==> src/rtl/seq_gen.sv <==
// Serial pattern transmitter: sends PATTERN MSB first, count times, with GAP idle cycles between.
// Define SEQ_GEN_PARITY_EN to append an odd-parity bit after every pattern instance.
module seq_gen #(
  parameter int unsigned      PAT_W   = 5,
  parameter logic [PAT_W-1:0] PATTERN = 5'b10001,
  parameter int unsigned      GAP     = 2,
  parameter int unsigned      CNT_W   = 8
) (
  input  logic             clk,
  input  logic             reset,
  input  logic             start,
  input  logic [CNT_W-1:0] count,
  output logic             out,
  output logic             out_valid,
  output logic             busy,
  output logic             done
);

  localparam int unsigned      IDX_W  = $clog2(PAT_W);
  localparam logic [IDX_W-1:0] IdxTop = IDX_W'(PAT_W - 1);
  localparam int unsigned      GAP_W  = (GAP > 1) ? $clog2(GAP) : 1;
  localparam logic [GAP_W-1:0] GapTop = GAP_W'((GAP > 0) ? GAP - 1 : 0);

`ifdef SEQ_GEN_PARITY_EN
  typedef enum logic [1:0] {StIdle, StSend, StGap, StParity} state_e;
`else
  typedef enum logic [1:0] {StIdle, StSend, StGap} state_e;
`endif

  state_e           state_q;
  logic [IDX_W-1:0] bit_idx_q;
  logic [CNT_W-1:0] rep_left_q;
  logic [GAP_W-1:0] gap_cnt_q;

  logic [IDX_W-1:0] idx_next;
  logic             rep_end;

  // rep_end marks the cycle carrying the last bit of a repetition (pattern or parity).
  always_comb begin
    idx_next = bit_idx_q - 1'b1;
`ifdef SEQ_GEN_PARITY_EN
    rep_end  = (state_q == StParity);
`else
    rep_end  = (state_q == StSend) && (bit_idx_q == '0);
`endif
  end

  // Outputs are registered alongside the state they describe.
  always_ff @(posedge clk) begin
    if (!reset) begin
      state_q    <= StIdle;
      bit_idx_q  <= '0;
      rep_left_q <= '0;
      gap_cnt_q  <= '0;
      out        <= 1'b0;
      out_valid  <= 1'b0;
      busy       <= 1'b0;
      done       <= 1'b0;
    end else begin
      done <= 1'b0;
      if (rep_end) begin
        if (rep_left_q > CNT_W'(1)) begin
          rep_left_q <= rep_left_q - 1'b1;
          bit_idx_q  <= IdxTop;
          if (GAP > 0) begin
            state_q   <= StGap;
            gap_cnt_q <= GapTop;
            out       <= 1'b0;
            out_valid <= 1'b0;
          end else begin
            state_q   <= StSend;
            out       <= PATTERN[IdxTop];
            out_valid <= 1'b1;
          end
        end else begin
          state_q   <= StIdle;
          out       <= 1'b0;
          out_valid <= 1'b0;
          busy      <= 1'b0;
          done      <= 1'b1;
        end
      end else begin
        case (state_q)
          StIdle: begin
            if (start && (count != '0)) begin
              state_q    <= StSend;
              rep_left_q <= count;
              bit_idx_q  <= IdxTop;
              out        <= PATTERN[IdxTop];
              out_valid  <= 1'b1;
              busy       <= 1'b1;
            end
          end
          StSend: begin
            if (bit_idx_q != '0) begin
              bit_idx_q <= idx_next;
              out       <= PATTERN[idx_next];
            end else begin
`ifdef SEQ_GEN_PARITY_EN
              state_q <= StParity;
              out     <= ~^PATTERN;
`else
              state_q <= StIdle;
`endif
            end
          end
          StGap: begin
            if (gap_cnt_q == '0) begin
              state_q   <= StSend;
              bit_idx_q <= IdxTop;
              out       <= PATTERN[IdxTop];
              out_valid <= 1'b1;
            end else begin
              gap_cnt_q <= gap_cnt_q - 1'b1;
            end
          end
          default: begin
            state_q   <= StIdle;
            out       <= 1'b0;
            out_valid <= 1'b0;
            busy      <= 1'b0;
          end
        endcase
      end
    end
  end

endmodule

==> config.mk <==
export PLATFORM = sky130hd
export DESIGN_NAME = seq_gen
export DESIGN_NICKNAME = d
export VERILOG_FILES = /design/src/rtl/seq_gen.sv
export SDC_FILE = /design/constraint.sdc
export NUM_CORES = 1
export LEC_CHECK = 0
export ABC_CLOCK_PERIOD_IN_PS = 2000
export CORE_ASPECT_RATIO = 1.2
export CORE_MARGIN = 4
export CORE_UTILIZATION = 48
export CTS_BUF_LIST = sky130_fd_sc_hd__clkbuf_16
export CTS_CLUSTER_DIAMETER = 200
export DETAILED_ROUTE_END_ITERATION = 10
export PLACE_DENSITY = 0.86
export REMOVE_ABC_BUFFERS = 1
export SLEW_MARGIN = 10
export SYNTH_ARGS = -nofsm -noshare
export SYNTH_HDL_FRONTEND = slang
export SYNTH_SLANG_ARGS = --single-unit
export TNS_END_PERCENT = 30
==> constraint.sdc <==
create_clock -name clk -period 2 [get_ports clk]
set_clock_uncertainty 0.2 [all_clocks]
set_input_delay 0.4 -clock clk [delete_from_list [all_inputs] [get_ports clk]]
set_output_delay 0.4 -clock clk [all_outputs]
set_load 0.05 [all_outputs]
# Yosys cells after proc, flatten, opt, wreduce, memory -nomap -nowiden
# Memories as Yosys holds them, arrays and structs flattened.
# Index checks and enable logic that the tools add are counted.
# totals
regBits	18
latch_bits	0
mem_bits_rw	0
rom_bits	8
inputBits	11
out_inout_bits	4
wordCells	78
mem_count	1
# op_classes
add_sub_neg	3
n_mul	0
div	0
magnitude_cmp	2
eq_ne	12
shift	0
mux	30
bitwise_logic	2
reduce_logical	20
# memory_table
memory	depth	word_bits	rd	rd_clocked_by_memory_dff	write_ports	line	rtl
(name not given)	8	1	1	0	0	97	out <= PATTERN[idx_next];
# ops
cell	count
8-bit two-way mux	4
3-bit two-way mux	5
3-bit AND reduction	5
1-bit two-way mux	11
2-bit two-way mux	5
3-bit inequality test, second input constant	3
3-bit case mux with 3 select lines	1
8-bit by 1-bit greater-than comparator with 1-bit output, second input constant	1
8-bit nonzero test	1
8-bit by 1-bit subtractor with 8-bit output, second input constant	1
2-bit by 1-bit inequality test with 1-bit output, second input constant	3
2-bit inequality test, second input constant	3
1-bit case mux with 3 select lines	2
2-bit case mux with 3 select lines	1
2-bit nonzero test	3
5-bit AND reduction	1
3-bit by 4-bit less-than comparator with 1-bit output, second input constant	1
2-bit AND reduction	2
4-bit nonzero test	1
2-bit OR reduction	2
3-bit logical NOT	1
3-bit by 2-bit inequality test with 1-bit output, second input constant	1
3-bit nonzero test	1
3-bit by 1-bit subtractor with 3-bit output, second input constant	1
other kinds (7)	9

# Longest topological paths before layout
# logic_depth
word_depth	5
mapped_depth	8
mapped_depth_nobuf	6

# Least setup slack after synthesis
# No wires, ideal clock.
# synth_path
path_kind	register -> register
from	register rep_left_q[4]
to	register rep_left_q[7]
setup_time_ps	119
arrival_time_ps	1705
required_ps	1681
setup_slack_ps	-24
path_stages_with_launch	5
synth_period_minus_slack_ps	2024
cell_sequence	dfxtp_1 or4_4 or4_1 o22a_1 o221a_1
# synth_via
elab_chain_cells	3
elab_cells_between_ends	6
cone_classes	1 x add/sub; 1 x order compare; 1 x eq/ne; 2 x mux; 1 x reduce/logical
# synth_rtl
element	line	rtl
start: declaration	32	logic [CNT_W-1:0] rep_left_q;
start signal: assignment	63	rep_left_q <= rep_left_q - 1'b1;
start signal: assignment	87	rep_left_q <= count;
8-bit by 1-bit greater-than comparator with 1-bit output or 8-bit by 1-bit subtractor with 8-bit output (tied branches)	62, 63	
2-bit by 1-bit inequality test with 1-bit output (no source line) or 8-bit two-way mux (tied branches)	-	
3-bit AND reduction (no source line) or 8-bit two-way mux (tied branches)	-	
# Parallel ways exist; a longest one is shown, timed or not. The select of a mux whose other input is x is not followed.
# A chain may end at the register's enable or synchronous reset.

# Worst setup path after layout
# layout_path
from	register rep_left_q[5]
to	register rep_left_q[7]
# The elaborated chain is that of the path after synthesis.

==> summary.md <==
| Metric | Value |
|---|---|
| Status | finished with violations |
| Failing checks | negative setup slack |
| Tot Pwr | 0.00176 W |
| Die outline width | just over 50 um |
| Hold WC Path Type | reg2reg |
| Setup slack, reg-to-reg | -0.07 ns |
| Antenna viol nets, final | 0 |
| Design area | 0.00157 mm^2 |
| Synth Warn # | 0 |
| Row count | 18 |
| Area leader, netlist | dfxtp_1 |
| Placer Congestion | 0.875 |
| Largest net degree at the start of global routing | 15 |
| Comb pwr share | 0.479 |
| Final net count | between 150 and 200 |
| Switching Fraction | 0.379 |
| Final worst path period share | 1.03 |
| Data arrival, critical path | roughly 2.0 ns |
| RSZ-0062 raised after global routing | true |
| Wire length per cell | 18.2 um |
| First-pass GRT wire length | 5.37 mm |
| Iter 0 DRT Violations | between 60 and 70 |
| Max Clk Rate | just under 500 MHz |
| Longest Clk Path Bufs | 2 |
| Slew HR | 0.756 |
| CTS tree | yes |
| Num Clock Sinks | 18 |
| Most numerous cell in the Yosys netlist | dfxtp_1 |
| Residual DRC | 0 |
| DP Wirelength | 2.18 mm |
| Top cells by count, synth | dfxtp_1 (18), inv_1 (9), nor2_1 (9) |
| Grt ovf | 0 |
| Type of the worst setup path | reg2reg |
| Cells after Synth | roughly 120 |
| Post-DP Area | between 0.001 and 0.0015 mm^2 |
| IO Port Bufs | 14 |
| Leakage power | 0.657 nW |
| Die Area | about 0.0031 mm^2 |
| Post-synth top area share | 0.330 |
| #FFs+latches synth | 18 |
| Initial Util | 0.517 |
| Min cycle time layout | around 2.1 ns |
| Register share of total power | 0.283 |
| Clock root cell | clkbuf_16 |
| Fin. Hold Viols | 0 |
| Worst skew pair latency | approximately 0.26 ns |
| Worst-Margin Slew | between 0.3 and 0.4 ns |
| DRT Pass-1 Iters | 5 |
| Synth area leaders | dfxtp_1 (33%), ha_1 (5.7%), o221a_1 (4.1%), a21oi_1 (3.7%), inv_1 (3.1%) |
| Sequential element share of the synthesized area | 0.330 |
| Layout cell share with drive strength beyond 1 | 0.327 |
| Die Ht | about 60 um |
| CTS buffer count | 3 |
| Final setup vio count | 6 |
| Pwr dens | 1120 mW/mm^2 |
| Setup WS post-layout | -0.0693 ns |
| Via count | about 1200 |
| Final Slew Violations | 0 |
| CP max FO | 5 |
| CTS Hold Bufs | 0 |
| Synth Flop Type | dfxtp_1 |
| Area growth syn-to-layout | 43.6% |
| Net switching power | approximately 0.00067 W |
| Final TNS setup | -0.192 ns |
| Int Pwr | 0.00110 W |
| CP Launch Type | register |
| Critical Path End Type | register |
| DR vias/cell | just over 6 |
| ANT cells | 0 |
| Clock network power share | 0.238 |
| Number of max-cap violations | 0 |
| Core area | 0.00212 mm^2 |
| EDFF count, synth | 0 |
| Place WS | -0.498 ns |
| Initial antenna violation count | 0 |
| Async SR Flop Fraction | 0 |
| Clk slew on worst S/H paths | 0.06 ns |
| Number of top-level pins | 15 |
| CTS H-tree depth | 1 |
| Worst EP required | around 1.9 ns |
| Total track usage | 0.236 |
| Final wirelength | roughly 3.5 mm |
| Vias in the first global route | ~1200 |
| Mean Syn Cell Area | between 8 and 9 um^2 |
| VDD IR-drop max | 0.808 mV |
| Synth cell types | 45 |
| Synth Cell Area | between 0.001 and 0.0015 mm^2 |
-- power groups by stage --
stage / Sequential [W] / Clock, W / Combinational, W
5_1_grt: 0.000505 / 0.000440 / 0.000903
6_report: 0.000499 / 0.000420 / 0.000845
2_1_floorplan: 0.000557 / 0 / 0.000371
3_5_place_dp: 0.000494 / 0 / 0.000728
3_3_place_gp: 0.000490 / 0 / 0.000698
4_1_cts: 0.000492 / 0.000413 / 0.000775
-- metrics by stage --
stage | hold WS [ns] | utilization | instances
floorplan | 0.231 | - | 116
global placement | 0.233 | 0.661 | 184
detailed placement | 0.245 | 0.661 | 184
CTS | 0.252 | 0.721 | 191
global route | 0.288 | 0.742 | 192
finish | 0.249 | 0.742 | 192
-- worst paths after layout --
path / startpoint / end / cells after the start
setup reg to reg: rep_left_q[5] / rep_left_q[7] / 4
hold / removal: out_valid / out_valid / 2
hold reg to reg: out_valid / out_valid / 2
setup / recovery: rep_left_q[5] / rep_left_q[7] / 4
-- routing by layer --
metal / vias up / routed length [um] / share of wire / GRT usage
met5: - / 0 / 0 / 0
met4: 0 / 106 / 0.030 / 0.112
met3: 11 / 218 / 0.062 / 0.0524
met2: 55 / 1870 / 0.53 / 0.442
met1: 556 / 1310 / 0.37 / 0.245
li1: 553 / - / - / -
-- cell type report --
type,instances,area (um^2)
fillers,159,547
well taps,30,37.5
multi-input cells,88,718
flip-flops and latches,18,362
clock inverters,1,3.75
repair buffers,42,337
inverters,10,37.5
clock buffers,3,75.1
-- placed cells by master (no fill, tap or decap), types with 4 or more instances in the layout --
cell and n:
buf_4 31, a21oi_1 8, nand2_1 8, dfxtp_1 17, nor2_1 9, o221a_1 4, ha_1 4, or4_4 4
inv_1 8, dlygate4sd2_1 6, clkdlybuf4s50_1 4
-- sequential cells by signal (all words and copies together), names as in the netlist --
signal and flops:
gap_cnt_q 1, rep_left_q 8, out_valid 1, out 1
state_q 2, done 1, busy 1, bit_idx_q 3
-- worst max-delay path: stages (launching register included) --
cell	delay, ns
dfxtp_1	0.32
or4_4	0.59
or4_4	0.44
o22a_1	0.19
o221a_1	0.22
-- what timing repair did --
action,4_1_cts,5_1_grt
cloned,0,1
gates resized for setup,14,10
buffers inserted,3,0
pin swaps,3,4
endpoints found under the setup margin,14,15
-- logic make-up after synthesis --
kind of cell,Yosys count,share of synthesized area
flip-flops,18,0.330
adder cells (fa/ha/maj),5,0.0572
XOR/XNOR,2,0.0160
AO/OA/AOI/OAI,43,0.323
AND/OR/NAND/NOR,37,0.188
buffers and inverters,18,0.0778
multiplexers,1,0.00915
(Power assumes the default switching activity.)
